File: src/rtl/tl_ul_sram_responder.sv
// TileLink-UL manager endpoint: services Get/PutFullData/PutPartialData against a
// local word array and returns D-channel responses in order through a small queue.
module tl_ul_sram_responder #(
  parameter logic [31:0] BASE   = 32'h0000_0000,
  parameter int          DEPTH  = 64,
  parameter int          QDEPTH = 2
) (
  input  logic        clock,
  input  logic        reset,
  input  logic        a_valid,
  output logic        a_ready,
  input  logic [2:0]  a_opcode,
  input  logic [2:0]  a_param,
  input  logic [3:0]  a_size,
  input  logic [5:0]  a_source,
  input  logic [31:0] a_address,
  input  logic [3:0]  a_mask,
  input  logic [31:0] a_data,
  output logic        d_valid,
  input  logic        d_ready,
  output logic [2:0]  d_opcode,
  output logic [1:0]  d_param,
  output logic [3:0]  d_size,
  output logic [5:0]  d_source,
  output logic        d_denied,
  output logic        d_corrupt,
  output logic [31:0] d_data,
  output logic [7:0]  err_count
);

  localparam int AW = $clog2(DEPTH);
  localparam int QW = (QDEPTH > 1) ? $clog2(QDEPTH) : 1;
  localparam int CW = $clog2(QDEPTH + 1);
  localparam logic [31:0]   SPAN  = 32'(DEPTH * 4);
  localparam logic [CW-1:0] QFULL = CW'(QDEPTH);
  localparam logic [QW-1:0] QLAST = QW'(QDEPTH - 1);

  localparam logic [2:0] OP_PUT_FULL = 3'd0;
  localparam logic [2:0] OP_PUT_PART = 3'd1;
  localparam logic [2:0] OP_GET      = 3'd4;
  localparam logic [2:0] OP_ACK      = 3'd0;
  localparam logic [2:0] OP_ACK_DATA = 3'd1;

  typedef struct packed {
    logic [2:0]  opcode;
    logic [3:0]  size;
    logic [5:0]  source;
    logic        denied;
    logic        corrupt;
    logic [31:0] data;
  } rsp_t;

  logic [31:0]   r_mem [DEPTH];
  rsp_t          r_q   [QDEPTH];
  logic [QW-1:0] r_wptr;
  logic [QW-1:0] r_rptr;
  logic [CW-1:0] r_count;
  logic          r_a_ready;
  logic [7:0]    r_err_count;

  logic [31:0]   w_offset;
  logic          w_in_range;
  logic [AW-1:0] w_index;
  logic          w_aligned;
  logic          w_is_get;
  logic          w_is_put;
  logic          w_legal;
  logic          w_a_fire;
  logic          w_d_fire;
  logic          w_d_valid;
  logic [CW-1:0] w_count_nxt;
  rsp_t          w_rsp;
  rsp_t          w_head;
  logic          w_unused;

  function automatic logic [QW-1:0] ptr_inc(input logic [QW-1:0] p);
    return (p == QLAST) ? '0 : p + 1'b1;
  endfunction

  assign w_offset   = a_address - BASE;
  assign w_in_range = (w_offset < SPAN);
  assign w_index    = w_offset[AW+1:2];
  assign w_is_get   = (a_opcode == OP_GET);
  assign w_is_put   = (a_opcode == OP_PUT_FULL) || (a_opcode == OP_PUT_PART);
  assign w_unused   = ^{a_param, w_offset[1:0]};

  // NOTE: every always_comb output gets a default first so no path leaves it unassigned (no latch).
  always_comb begin
    w_aligned = 1'b0;
    case (a_size)
      4'd0:    w_aligned = 1'b1;
      4'd1:    w_aligned = ~a_address[0];
      4'd2:    w_aligned = (a_address[1:0] == 2'b00);
      default: w_aligned = 1'b0;
    endcase
  end

  // Size > 2 already fails the alignment decode, so it needs no separate term.
  assign w_legal = w_in_range & w_aligned & (w_is_get | w_is_put);

  assign w_d_valid = (r_count != '0);
  assign w_a_fire  = a_valid & r_a_ready;
  assign w_d_fire  = w_d_valid & d_ready;

  always_comb begin
    w_rsp         = '0;
    w_rsp.opcode  = w_is_get ? OP_ACK_DATA : OP_ACK;
    w_rsp.size    = a_size;
    w_rsp.source  = a_source;
    w_rsp.denied  = ~w_legal;
    w_rsp.corrupt = w_is_get & ~w_legal;
    w_rsp.data    = (w_is_get & w_legal) ? r_mem[w_index] : 32'h0;
  end

  always_comb begin
    w_count_nxt = r_count;
    if (w_a_fire && !w_d_fire)
      w_count_nxt = r_count + 1'b1;
    else if (!w_a_fire && w_d_fire)
      w_count_nxt = r_count - 1'b1;
  end

  // NOTE: sequential state uses non-blocking assignments so every flop samples pre-edge values.
  always_ff @(posedge clock) begin
    if (!reset) begin
      r_wptr      <= '0;
      r_rptr      <= '0;
      r_count     <= '0;
      r_a_ready   <= 1'b0;
      r_err_count <= 8'd0;
    end else begin
      if (w_a_fire) r_wptr <= ptr_inc(r_wptr);
      if (w_d_fire) r_rptr <= ptr_inc(r_rptr);
      r_count   <= w_count_nxt;
      // Registered from the next count: a dequeue cannot reopen acceptance in the same cycle.
      r_a_ready <= (w_count_nxt != QFULL);
      if (w_d_fire && w_head.denied && (r_err_count != 8'hFF))
        r_err_count <= r_err_count + 8'd1;
    end
  end

  // NOTE: array and queue storage carry no reset; only the pointers and count define validity.
  always_ff @(posedge clock) begin
    if (reset && w_a_fire && w_is_put && w_legal) begin
      for (int i = 0; i < 4; i++) begin
        if (a_mask[i]) r_mem[w_index][8*i +: 8] <= a_data[8*i +: 8];
      end
    end
  end

  always_ff @(posedge clock) begin
    if (reset && w_a_fire) r_q[r_wptr] <= w_rsp;
  end

  // Payload is forced to zero whenever the queue is empty, including during reset.
  assign w_head    = w_d_valid ? r_q[r_rptr] : '0;

  assign a_ready   = r_a_ready;
  assign d_valid   = w_d_valid;
  assign d_opcode  = w_head.opcode;
  assign d_param   = 2'b00;
  assign d_size    = w_head.size;
  assign d_source  = w_head.source;
  assign d_denied  = w_head.denied;
  assign d_corrupt = w_head.corrupt;
  assign d_data    = w_head.data;
  assign err_count = r_err_count;

endmodule

File: config.mk
export PLATFORM = sky130hd
export DESIGN_NAME = tl_ul_sram_responder
export DESIGN_NICKNAME = d
export VERILOG_FILES = /design/src/rtl/tl_ul_sram_responder.sv
export SDC_FILE = /design/constraint.sdc
export NUM_CORES = 2
export LEC_CHECK = 0
export ABC_AREA = 1
export CAP_MARGIN = 25
export CORE_ASPECT_RATIO = 1.75
export CORE_MARGIN = 4
export CORE_UTILIZATION = 40
export DETAILED_ROUTE_END_ITERATION = 16
export HOLD_SLACK_MARGIN = 0.05
export PLACE_DENSITY_LB_ADDON = 0.2
export SYNTH_ARGS = -nofsm -noshare
export SYNTH_HDL_FRONTEND = slang
export SYNTH_SLANG_ARGS = --single-unit
File: constraint.sdc
create_clock -name clock -period 7.9 [get_ports clock]
set_input_delay 1.58 -clock clock [delete_from_list [all_inputs] [get_ports clock]]
set_output_delay 1.58 -clock clock [all_outputs]
set_load 0.01 [all_outputs]
==> key figures <==
Logic synthesis
  – Top-area cell type share of the netlist area: 0.718
  – Synth cell count leaders: 3061 x nand2_1, 2138 x edfxtp_1, 931 x nor2_1
  – Syn Area/Cell: 10.8 µm²
  – Area contributors post-synth: edfxtp_1 72%, nand2_1 13%, nor2_1 3.9%
  – Cell Area, Synth: 89400 µm²
  – Most common cell in the netlist: nand2_1
  – Seq/Total Area, Yosys: 0.721
  – Register bit total from synthesis: 2152
  – Yosys cell types: 29
  – Syn Inst Count: 8271
  – Ys flop type: edfxtp_1
  – Yosys top cell by area: edfxtp_1
  – Post-synth EDFFs: 2138
  – Yosys warns: 0
  – Post-synth ARST share: 0

Route
  – Routed Antenna Nets: 0
  – Initial DRT Pass Iterations: 6
  – Residual DRC count: 0
  – Drt total wl: 283000 µm
  – Via count: 58900
  – Via-to-Cell Ratio: 5.20
  – Drt wl/cell: 25.0 µm
  – DR iter-0 viols: 5475

Cells and area
  – Post-route insts no fill: 11300
  – Synth-to-layout area growth: 11.4%
  – Fin util: 0.448
  – Fill cells: 20600
  – Nets: 8381
  – Layout cells sized above 1: 0.0537

Floorplan
  – Starting Density: 0.402
  – Die area: 232000 µm²
  – Die X: 365 µm
  – Die Span Y: 634 µm
  – Core area: 222000 µm²
  – I/O Pins: 147
  – Num rows: 229

Clock tree
  – Setup Buffers After CTS: 0
  – Clock sinks: 2152
  – Post-cts sizing count: 0
  – CTS tree: built
  – CTS Buf Count: 197
  – Worst-Skew Late Latency: 0.85 ns
  – Post-cts hold buffer count: 0
  – Root buf cell: clkbuf_16
  – Clock transition at path regs: 0.06 ns
  – H-tree depth: 4
  – Longest Clk Path Bufs: 4

Global route
  – Vias in the first global route: 57000
  – Initial antenna violation count: 13
  – First-pass GRT wire length: 401000 µm
  – All-Layer GR Usage: 0.240
  – Grt ovf: 0
  – Largest net degree at the start of global routing: 176

Placement
  – Placed Instances: 11000
  – Post-DP HPWL: 179000 µm
  – Port-buffer cells: 139
  – Placer Congestion: 0.876

Setup path
  – Worst setup EP type: output port
  – Largest fanout on the critical path: 46
  – Worst EP arrival: 3.38 ns
  – CP Launch Type: flop
  – Setup CP Type: flop to output port
  – WP data required: 6.32 ns

Timing
  – Setup violators final: 0
  – Total negative slack: 0 ns
  – Slew Viols, Final: 0
  – Relative slew slack: 0.255
  – Clk_skew: 0.0551 ns
  – Final hold vios: 0
  – Worst-margin pin slew: 1.11 ns
  – Max Fclk: 202 MHz
  – RSZ-0062 raised after global routing: no
  – Final period util: 0.628
  – Min Clock Period, post-route: 4.96 ns

Run
  – Max-Cap Viols: 0

Min path
  – Hold Crit Class: flop to flop

Pwr
  – Pwr/cell area: 240 nW/µm²
  – VDD IR max: 173 µV
  – Leak: 37.8 nW

Outcome
  – Status: completed
==> cells in the final DEF, fill, tap and decap left out, drive strengths merged <==
| master | synthesis | final |
|---|---|---|
| a21oi | 42 | 42 |
| ha | 2 | 2 |
| clkinvlp | 0 | 4 |
| o21ai | 294 | 294 |
| nor3 | 19 | 19 |
| o211ai | 2 | 2 |
| clkbuf | 195 | 239 |
| o221ai | 1 | 1 |
| nor2 | 932 | 932 |
| nand2 | 3061 | 3061 |
| nor3b | 1 | 1 |
| inv | 616 | 618 |
| nand4 | 133 | 133 |
| bufinv | 0 | 18 |
| buf | 243 | 150 |
| nor4 | 1 | 1 |
| edfxtp | 2138 | 2138 |
| clkinv | 2 | 86 |
| diode | 0 | 6 |
| nand3 | 563 | 563 |
| or2 | 8 | 8 |
| dfxtp | 14 | 14 |
| clkdlybuf4s50 | 0 | 104 |
| xor2 | 3 | 3 |
| conb | 1 | 4 |
==> layer usage <==
layer / global-route usage / wire (µm) / vias to the layer above
met5: 0 / 51 / -
met4: 0.154 / 22100 / 8
met3: 0.0274 / 14800 / 626
met2: 0.421 / 143000 / 1971
met1: 0.278 / 103000 / 28900
li1: - / - / 27400
==> layout make-up <==
cell class	count	area, µm²	area share
antenna	6	15.0	0.000151
clock buffer	237	5120	0.0514
clock inverter	108	1010	0.0101
inverter	618	2340	0.0235
multi-input combinational	5066	20700	0.208
sequential	2152	64500	0.647
tap	2887	3610	0.0363
timing repair buffer	256	2320	0.0233
==> path summary, 6_finish.rpt <==
kind                     start            end  slack (ns)  cells past startpoint
setup / recovery          flop      d_data[4]        2.94                      5
hold / removal    err_count[4]   err_count[4]        0.50                      2
hold reg to reg   err_count[4]   err_count[4]        0.50                      2
setup reg to reg       a_ready  r_mem[10][28]        4.59                      5
==> critical path, cell delays in order (launching register included) <==
cell	delay, ns
dfxtp_2	0.31
buf_4	0.27
inv_2	0.71
nor2_1	0.08
nor2_1	0.52
clkdlybuf4s50_1	0.66
==> power breakdown <==
group | internal (mW) | leakage [nW] | switching [mW] | total [mW]
registers | 12.6 | 19.3 | 0.0157 | 12.6
clock network | 5.20 | 3.00 | 4.20 | 9.40
logic | 0.513 | 15.5 | 1.40 | 1.91
total | 18.3 | 37.8 | 5.62 | 23.9
==> cells by family (layout without fill, tap and decap cells) <==
kind of cell / count (synthesis) / after routing / synth area share
simple gates: 4718 / 4718 / 0.211
flops: 2152 / 2152 / 0.721
buf+inv: 1056 / 1219 / 0.0487
compound gates: 339 / 339 / 0.0191
xor+xnor: 3 / 3 / 0.000294
fa+ha+maj: 2 / 2 / 0.000280
other cells: 1 / 10 / 0.0000419
==> metrics by stage <==
step	instance area [µm²]	hold slack (ns)	total power, mW	worst slack, ns
2_1_floorplan	89400	0.468	13.7	3.45
3_3_place_gp	93400	0.482	14.8	2.14
3_5_place_dp	93500	0.485	14.8	2.12
4_1_cts	99600	0.494	24.1	2.92
5_1_grt	99600	0.523	24.6	2.86
6_report	99600	0.501	23.9	2.94
==> sequential cells by signal (all words and copies together) (netlist names), named ones only <==
name	cells
r_wptr	1
r_count	2
a_ready	1
err_count	8
r_q	90
r_mem	2048
r_rptr	1
(Power assumes the default switching activity.)
